## config.mk

```make
export PLATFORM = sky130hd
export DESIGN_NAME = rand_param_bank
export DESIGN_NICKNAME = d
export VERILOG_FILES = /design/src/rtl/rand_param_bank_pkg.sv /design/src/rtl/rand_param_bank_lfsr16.sv /design/src/rtl/rand_param_bank.sv
export SDC_FILE = /design/constraint.sdc
export NUM_CORES = 1
export LEC_CHECK = 0
export ABC_CLOCK_PERIOD_IN_PS = 2900
export CAP_MARGIN = 10
export CORE_ASPECT_RATIO = 1.1
export CORE_MARGIN = 8
export CORE_UTILIZATION = 42
export DETAILED_ROUTE_END_ITERATION = 16
export PLACE_DENSITY = 0.76
export SYNTH_ARGS = -nofsm -noshare
export SYNTH_HDL_FRONTEND = slang
export SYNTH_SLANG_ARGS = --single-unit
```

## constraint.sdc

```tcl
create_clock -name clk_in -period 2.9 [get_ports clk_in]
set_input_delay 0.435 -clock clk_in [delete_from_list [all_inputs] [get_ports clk_in]]
set_output_delay 0.435 -clock clk_in [all_outputs]
set_load 0.05 [all_outputs]
```

## src/rtl/rand_param_bank_pkg.sv

```systemverilog
// Shared constants, state encoding and the zero-seed guard for rand_param_bank.
package rand_pkg;

    localparam logic [15:0] LFSR_TAPS = 16'hB400;
    localparam logic [15:0] LFSR_ONE  = 16'h0001;

    typedef enum logic [1:0] {
        IDLE    = 2'd0,
        GEN     = 2'd1,
        PENDING = 2'd2,
        COMMIT  = 2'd3
    } state_e;

    // An all-zero Galois LFSR would lock up, so zero is mapped to one.
    function automatic logic [15:0] nonzero_seed(input logic [15:0] v);
        return (v == 16'h0000) ? LFSR_ONE : v;
    endfunction

endpackage

```

## src/rtl/rand_param_bank_lfsr16.sv

```systemverilog
// 16-bit right-shifting Galois LFSR with zero-safe reset and load.
module lfsr16
    import rand_pkg::*;
#(
    parameter logic [15:0] SEED = 16'hACE1
) (
    input  logic        clk_in,
    input  logic        reset,
    input  logic        en,
    input  logic        load,
    input  logic [15:0] load_val,
    output logic [15:0] q,
    output logic [15:0] next
);

    localparam logic [15:0] SEED_SAFE = nonzero_seed(SEED);

    logic [15:0] q_q;
    logic [15:0] q_d;

    // Next-step value and register input selection
    always_comb begin
        next = {1'b0, q_q[15:1]} ^ (q_q[0] ? LFSR_TAPS : 16'h0000);
        q_d  = q_q;
        if (load) begin
            q_d = nonzero_seed(load_val);
        end else if (en) begin
            q_d = next;
        end else begin
            q_d = q_q;
        end
    end

    // LFSR state register
    always_ff @(posedge clk_in) begin
        if (reset) begin
            q_q <= SEED_SAFE;
        end else begin
            q_q <= q_d;
        end
    end

    assign q = q_q;

endmodule

```

## src/rtl/rand_param_bank.sv

```systemverilog
// Generates a pseudo-random parameter word set into shadow registers on each
// step request and commits it to rnd_bus atomically at the next frame start.
module rand_param_bank
    import rand_pkg::*;
#(
    parameter int          N_WORDS = 10,
    parameter int          WORD_W  = 13,
    parameter logic [15:0] SEED    = 16'hACE1
) (
    input  logic                       clk_in,
    input  logic                       reset,
    input  logic                       step_pulse,
    input  logic                       frame_start,
    input  logic                       seed_load,
    input  logic [15:0]                seed_val,
    output logic [N_WORDS*WORD_W-1:0]  rnd_bus,
    output logic                       updated,
    output logic                       busy
);

    localparam int IDX_W = (N_WORDS > 1) ? $clog2(N_WORDS) : 1;
    localparam logic [IDX_W-1:0] IDX_LAST = IDX_W'(N_WORDS - 1);

    state_e                      state_q, state_d;
    logic [IDX_W-1:0]            idx_q, idx_d;
    logic [WORD_W-1:0]           shadow_q [N_WORDS];
    logic [WORD_W-1:0]           shadow_d [N_WORDS];
    logic [N_WORDS*WORD_W-1:0]   rnd_bus_q, rnd_bus_d;
    logic                        updated_q, updated_d;
    logic                        busy_q, busy_d;
    logic                        lfsr_en_s;
    logic                        lfsr_load_s;
    logic [15:0]                 lfsr_q_s;
    logic [15:0]                 lfsr_next_s;
    logic                        lfsr_unused_s;

    lfsr16 #(
        .SEED (SEED)
    ) u_lfsr (
        .clk_in   (clk_in),
        .reset    (reset),
        .en       (lfsr_en_s),
        .load     (lfsr_load_s),
        .load_val (seed_val),
        .q        (lfsr_q_s),
        .next     (lfsr_next_s)
    );

    assign lfsr_unused_s = ^{lfsr_q_s, lfsr_next_s[15:WORD_W]};

    // Next-state, shadow fill and commit logic
    always_comb begin
        state_d     = state_q;
        idx_d       = idx_q;
        shadow_d    = shadow_q;
        rnd_bus_d   = rnd_bus_q;
        updated_d   = 1'b0;
        lfsr_en_s   = 1'b0;
        lfsr_load_s = 1'b0;
        case (state_q)
            IDLE: begin
                // Seeds only land here so one word set never mixes two seeds.
                lfsr_load_s = seed_load;
                if (step_pulse) begin
                    state_d = GEN;
                    idx_d   = {IDX_W{1'b0}};
                end else begin
                    state_d = IDLE;
                end
            end
            GEN: begin
                lfsr_en_s       = 1'b1;
                shadow_d[idx_q] = lfsr_next_s[WORD_W-1:0];
                idx_d           = idx_q + {{(IDX_W-1){1'b0}}, 1'b1};
                if (idx_q == IDX_LAST) begin
                    state_d = PENDING;
                end else begin
                    state_d = GEN;
                end
            end
            PENDING: begin
                if (frame_start) begin
                    state_d = COMMIT;
                end else begin
                    state_d = PENDING;
                end
            end
            COMMIT: begin
                for (int k = 0; k < N_WORDS; k++) begin
                    rnd_bus_d[k*WORD_W +: WORD_W] = shadow_q[k];
                end
                updated_d = 1'b1;
                state_d   = IDLE;
            end
            default: begin
                state_d = IDLE;
            end
        endcase
        busy_d = (state_d == GEN) || (state_d == PENDING);
    end

    // State, shadow and output registers
    always_ff @(posedge clk_in) begin
        if (reset) begin
            state_q   <= IDLE;
            idx_q     <= {IDX_W{1'b0}};
            rnd_bus_q <= {(N_WORDS*WORD_W){1'b0}};
            updated_q <= 1'b0;
            busy_q    <= 1'b0;
            for (int k = 0; k < N_WORDS; k++) begin
                shadow_q[k] <= {WORD_W{1'b0}};
            end
        end else begin
            state_q   <= state_d;
            idx_q     <= idx_d;
            rnd_bus_q <= rnd_bus_d;
            updated_q <= updated_d;
            busy_q    <= busy_d;
            for (int k = 0; k < N_WORDS; k++) begin
                shadow_q[k] <= shadow_d[k];
            end
        end
    end

    assign rnd_bus = rnd_bus_q;
    assign updated = updated_q;
    assign busy    = busy_q;

endmodule
```

Word-level counts from Yosys, hierarchy flattened:

Index checks and enable logic that the tools add are counted.

* order comparisons: 2
* mux-type cells: 16
* add/subtract/negate cells: 1
* reductions and logical operators: 7
* eq/ne operators: 7
* bitwise operators: 2

Operators with widths (number)
* bitwise mux 130 bit: 1
* two-way mux 16 bit: 4
* demux 13 bit (select 4 bit): 1
* logical NOT 16 bit: 1
* XOR 15 x 16 -> 16 bit: 1
* two-way mux 13 bit: 1
* case mux 2 bit (4 select lines): 1
* case mux 4 bit (2 select lines): 1
* equality test 2 bit, second input constant: 3
* greater-or-equal comparator 5 bit, second input constant: 1
* < comparator 5 x 1 -> 1 bit, second input constant: 1
* two-way mux 1 bit: 5
* inverter 4 -> 5 bit: 1
* adder 4 x 1 -> 4 bit, second input constant: 1
* equality test 2 x 1 -> 1 bit, second input constant: 2
* equality test 4 bit, second input constant: 1
* two-way mux 4 bit: 1
* nonzero test 2 bit: 2
* logical NOT 2 bit: 1
* two-way mux 2 bit: 1
* inequality test 2 bit, second input constant: 1
* AND reduction 2 bit: 1
* logical AND 1 bit: 1
* logical OR 1 bit: 1

* output and inout port bits: 132
* word-level logic and storage cells: 51
* register bits: 284

Logic depth before layout (Yosys ltp):

* depth in word-level cells: 6
* mapped depth: 7
* depth with buffers taken out: 5

Hierarchy:

Synthesis repeated with hierarchy kept, for this count alone.

* cell total of the unflattened synthesis: 1159
* area total of the unflattened synthesis: 11041.8 um2

By module, submodules not included
* rand_param_bank: sequential area each 5365.1 um2, area each 10072.2 um2, times used 1, cells each 1067
* lfsr16: sequential area each 320.3 um2, area each 969.7 um2, times used 1, cells each 92

Worst setup path before layout:

OpenSTA, ideal clock, no wires.

* path type: input -> register
* from: input reset
* to: register rnd_bus_q[113] (netlist: rnd_bus[113])
* arrival time: 1442 ps
* stages on the path: 6
* path slack: 1326 ps
* setup time: 132 ps
* required time: 2768 ps
* cell sequence: clkbuf_1 buf_2 buf_2 buf_2 clkbuf_1 a21oi_1

RTL lines
* start, declared: line rand_param_bank.sv:11 `input logic reset,`
* end signal, assigned: line rand_param_bank.sv:107 `rnd_bus_q <= {(N_WORDS*WORD_W){1'b0}};`
* end signal, assigned: line rand_param_bank.sv:116 `rnd_bus_q <= rnd_bus_d;`
* end, declared: line rand_param_bank.sv:28 `logic [N_WORDS*WORD_W-1:0] rnd_bus_q, rnd_bus_d;`

No word-level cell between the ends.

Final worst setup path:

* from: register rnd_bus_q[95] (netlist: rnd_bus[95])
* to: output rnd_bus[95]

RTL lines
* end, declared: line rand_param_bank.sv:16 `output logic [N_WORDS*WORD_W-1:0] rnd_bus,`

No word-level cell between the ends.

==> summary.md <==
| Metric | Value |
|---|---|
| Post-synth top flop | dfxtp_1 |
| Cell Area, Synth | 0.0107 sq mm |
| Worst-Skew Late Latency | 0.53 ns |
| CTS max path bufs | 3 |
| FF-to-FF End | shadow_q[40] |
| Placement Rows | between 60 and 70 |
| CP endpoint kind | primary output |
| Post-CTS Setup Repair Bufs | 0 |
| Starting DRC count in detailed routing | 648 |
| Initial Utilization | 0.426 |
| CTS tree | done |
| Setup ws final | 0.717 ns |
| WHS | 0.417 ns |
| Global-route wire length before repair | roughly 44 mm |
| Pins Over Slew Limit | 0 |
| Area occupied by multi-input gates | around 0.0045 sq mm |
| CTS sink cnt | 284 |
| Synthesized instance count | between 1000 and 1500 |
| Hold Path Class | primary input to flop |
| Yosys reg bits | 284 |
| Unrepaired setup endpoints after global routing | no |
| CP Data Required Time | 2.47 ns |
| Fillers | approximately 2300 |
| Post-synth top area share | 0.530 |
| CP endpoint | rnd_bus[95] |
| Syn-to-layout area delta | 23.6% |
| Ys async rst share | 0 |
| DP Cell Count | 1574 |
| Commonest non-fill, non-tap cells in the layout | 284 x dfxtp_1, 275 x nand2_1, 161 x a21oi_1 |
| Register area share after synthesis | 0.530 |
| Die Span Y | 184 um |
| PwrDens | just over 600 mW/mm^2 |
| Die Wd | roughly 170 um |
| Syn Nets | between 1000 and 1500 |
| Vias in the first global route | 8147 |
| Max-cap violations | 0 |
| Clock Tree Root | clkbuf_16 |
| Reg2Reg Depth | 4 |
| Worst hold path depth | 2 |
| Layout Cells excl Fill | 1625 |
| Initial antenna violation count | 0 |
| Top Ports | 153 |
| H-tree level count | 1 |
| Most common cell after layout, fill and taps aside | dfxtp_1 |
| WP depth | 1 |
| Dpl hpwl | around 18 mm |
| Final Routed Wirelength | approximately 27 mm |
| CP Launch Type | flop |
| Vias/cell | 5.09 |
| Critical path fanouts, max | 2 |
| Slowest CP cell | clkdlybuf4s50_1 |
| TNS Setup | 0 ns |
| Register area | 0.00569 sq mm |
| Pin count of the biggest net entering global routing | 120 |
| Largest stage delay on the critical path | 0.84 ns |
| Area contributors post-synth | dfxtp_1 53%, mux2i_1 9.7%, nand2_1 9.7% |
| Place WS | 0.812 ns |
| Synth cell types | 41 |
| # diodes | 0 |
| Critical path origin | rnd_bus[95] |
| Setup Skew | 0.0101 ns |
| Global route overflow | 0 |
| EDFF count, synth | 0 |
| Crit path buf inv count | 1 |
| Crit path DAT | 1.75 ns |
| Worst R2R Start | state_q[0] |
| Hold_buf cts | 0 |
| Die area | between 0.03 and 0.04 sq mm |
| Reg clk slew, reported paths | 0.06 ns |
| GP Congestion | 0.818 |
| Post-layout minimum cycle time | 2.18 ns |
| Drc violations | 0 |
| Kind of cell adding the most delay to the critical path | buffers and inverters |
| Area leader, netlist | dfxtp_1 |
| Post-route ant nets | 0 |
| Avg WL per Cell | 16.9 um |
| Mean Syn Cell Area | between 8 and 9 sq um |
| Port bufs | 152 |
| Setup violators final | 0 |
| VDD IR max | 0.000323 V |
| Slew @ Worst Pin | 0.760 ns |
| Overall global routing resource usage | 0.172 |
| Final nets | ~1300 |
| Setup Crit Path Kind | flop to primary output |
| Cell Chain, Critical Path | clkdlybuf4s50_1 |
| Layout cells sized above 1 | 0.0588 |
| Total CTS buffers | 29 |
| Final worst-path cycle share | 0.753 |
| Hold violation count in the final report | 0 |
| Status | finished clean |
| Via count | 8270 |
| Number of gates resized after cts | 0 |
| Max_slew headroom | 0.493 |
| Drt pass-1 iters | 5 |
| Warnings, synthesis | 0 |
| Core Area | 0.0252 sq mm |
| Leakage | 5.03 nW |
| FF-to-FF setup slack | 0.76 ns |
| Fmax | 458 MHz |
[flip-flops by register name, indices dropped and copies added (netlist names)]
name	flops
u_lfsr.q	16
state_q	2
busy	1
rnd_bus	130
updated	1
idx_q	4
shadow_q	130
[cell families (layout without fill, tap and decap cells)]
group | after synthesis | count (layout) | share of synthesized area
adder cells (fa/ha/maj) | 4 | 4 | 0.00467
buffers and inverters | 109 | 222 | 0.0493
multiplexers | 104 | 104 | 0.0971
AND/OR/NAND/NOR | 491 | 491 | 0.218
XOR/XNOR | 3 | 3 | 0.00245
flip-flops | 284 | 284 | 0.530
AO/OA/AOI/OAI | 202 | 202 | 0.0988
[area by class of cell]
cell class	count	area share
flip-flops and latches	284	0.429
well taps	315	0.0297
multi-input cells	804	0.342
inverters	4	0.00113
clock buffers	41	0.0642
clock inverters	10	0.00774
repair buffers	167	0.126
[stage by stage]
stage                     area [sq um]  power, mW  utilization
after floorplan                  10700       4.32            -
after global placement           12300       4.45        0.488
after detailed placement         12300       4.45        0.488
after CTS                        13300       8.08        0.526
after global routing             13300       8.29        0.526
final                            13300       8.02        0.526
[report_power, final]
part	switching [mW]	internal (mW)	total, mW
combinational	0.239	0.126	0.365
sequential	0.0541	3.95	4.00
clock	1.45	2.20	3.65
[worst min-delay path by stage]
stage | startpoint | end | slack [ns]
after floorplan | u_lfsr.q[15] | u_lfsr.q[15] | 0.42
after CTS | reset | idx_q[1] | 0.40
final | reset | rnd_bus[92] | 0.42
after detailed placement | u_lfsr.q[15] | u_lfsr.q[15] | 0.44
after global routing | reset | idx_q[1] | 0.43
after global placement | shadow_q[108] | rnd_bus[17] | 0.44
[Yosys cell counts, drive strengths merged (4+ instances only)]
library cell / n
a221oi: 5
nand2b: 119
dfxtp: 284
o21ai: 24
buf: 67
inv: 4
nor3: 11
nor2: 24
nand3: 24
clkbuf: 38
ha: 4
nor4: 9
a21oi: 161
mux2i: 104
nand2: 284
[layer usage]
metal,wire (um),global-route usage,part of all wire,vias to the layer above
met5,0,0,0,-
met4,692,0.0547,0.025,0
met3,1540,0.0344,0.056,39
met2,12900,0.290,0.47,208
met1,12200,0.217,0.45,3882
li1,-,-,-,4141
Power figures use the tool's default switching activity.
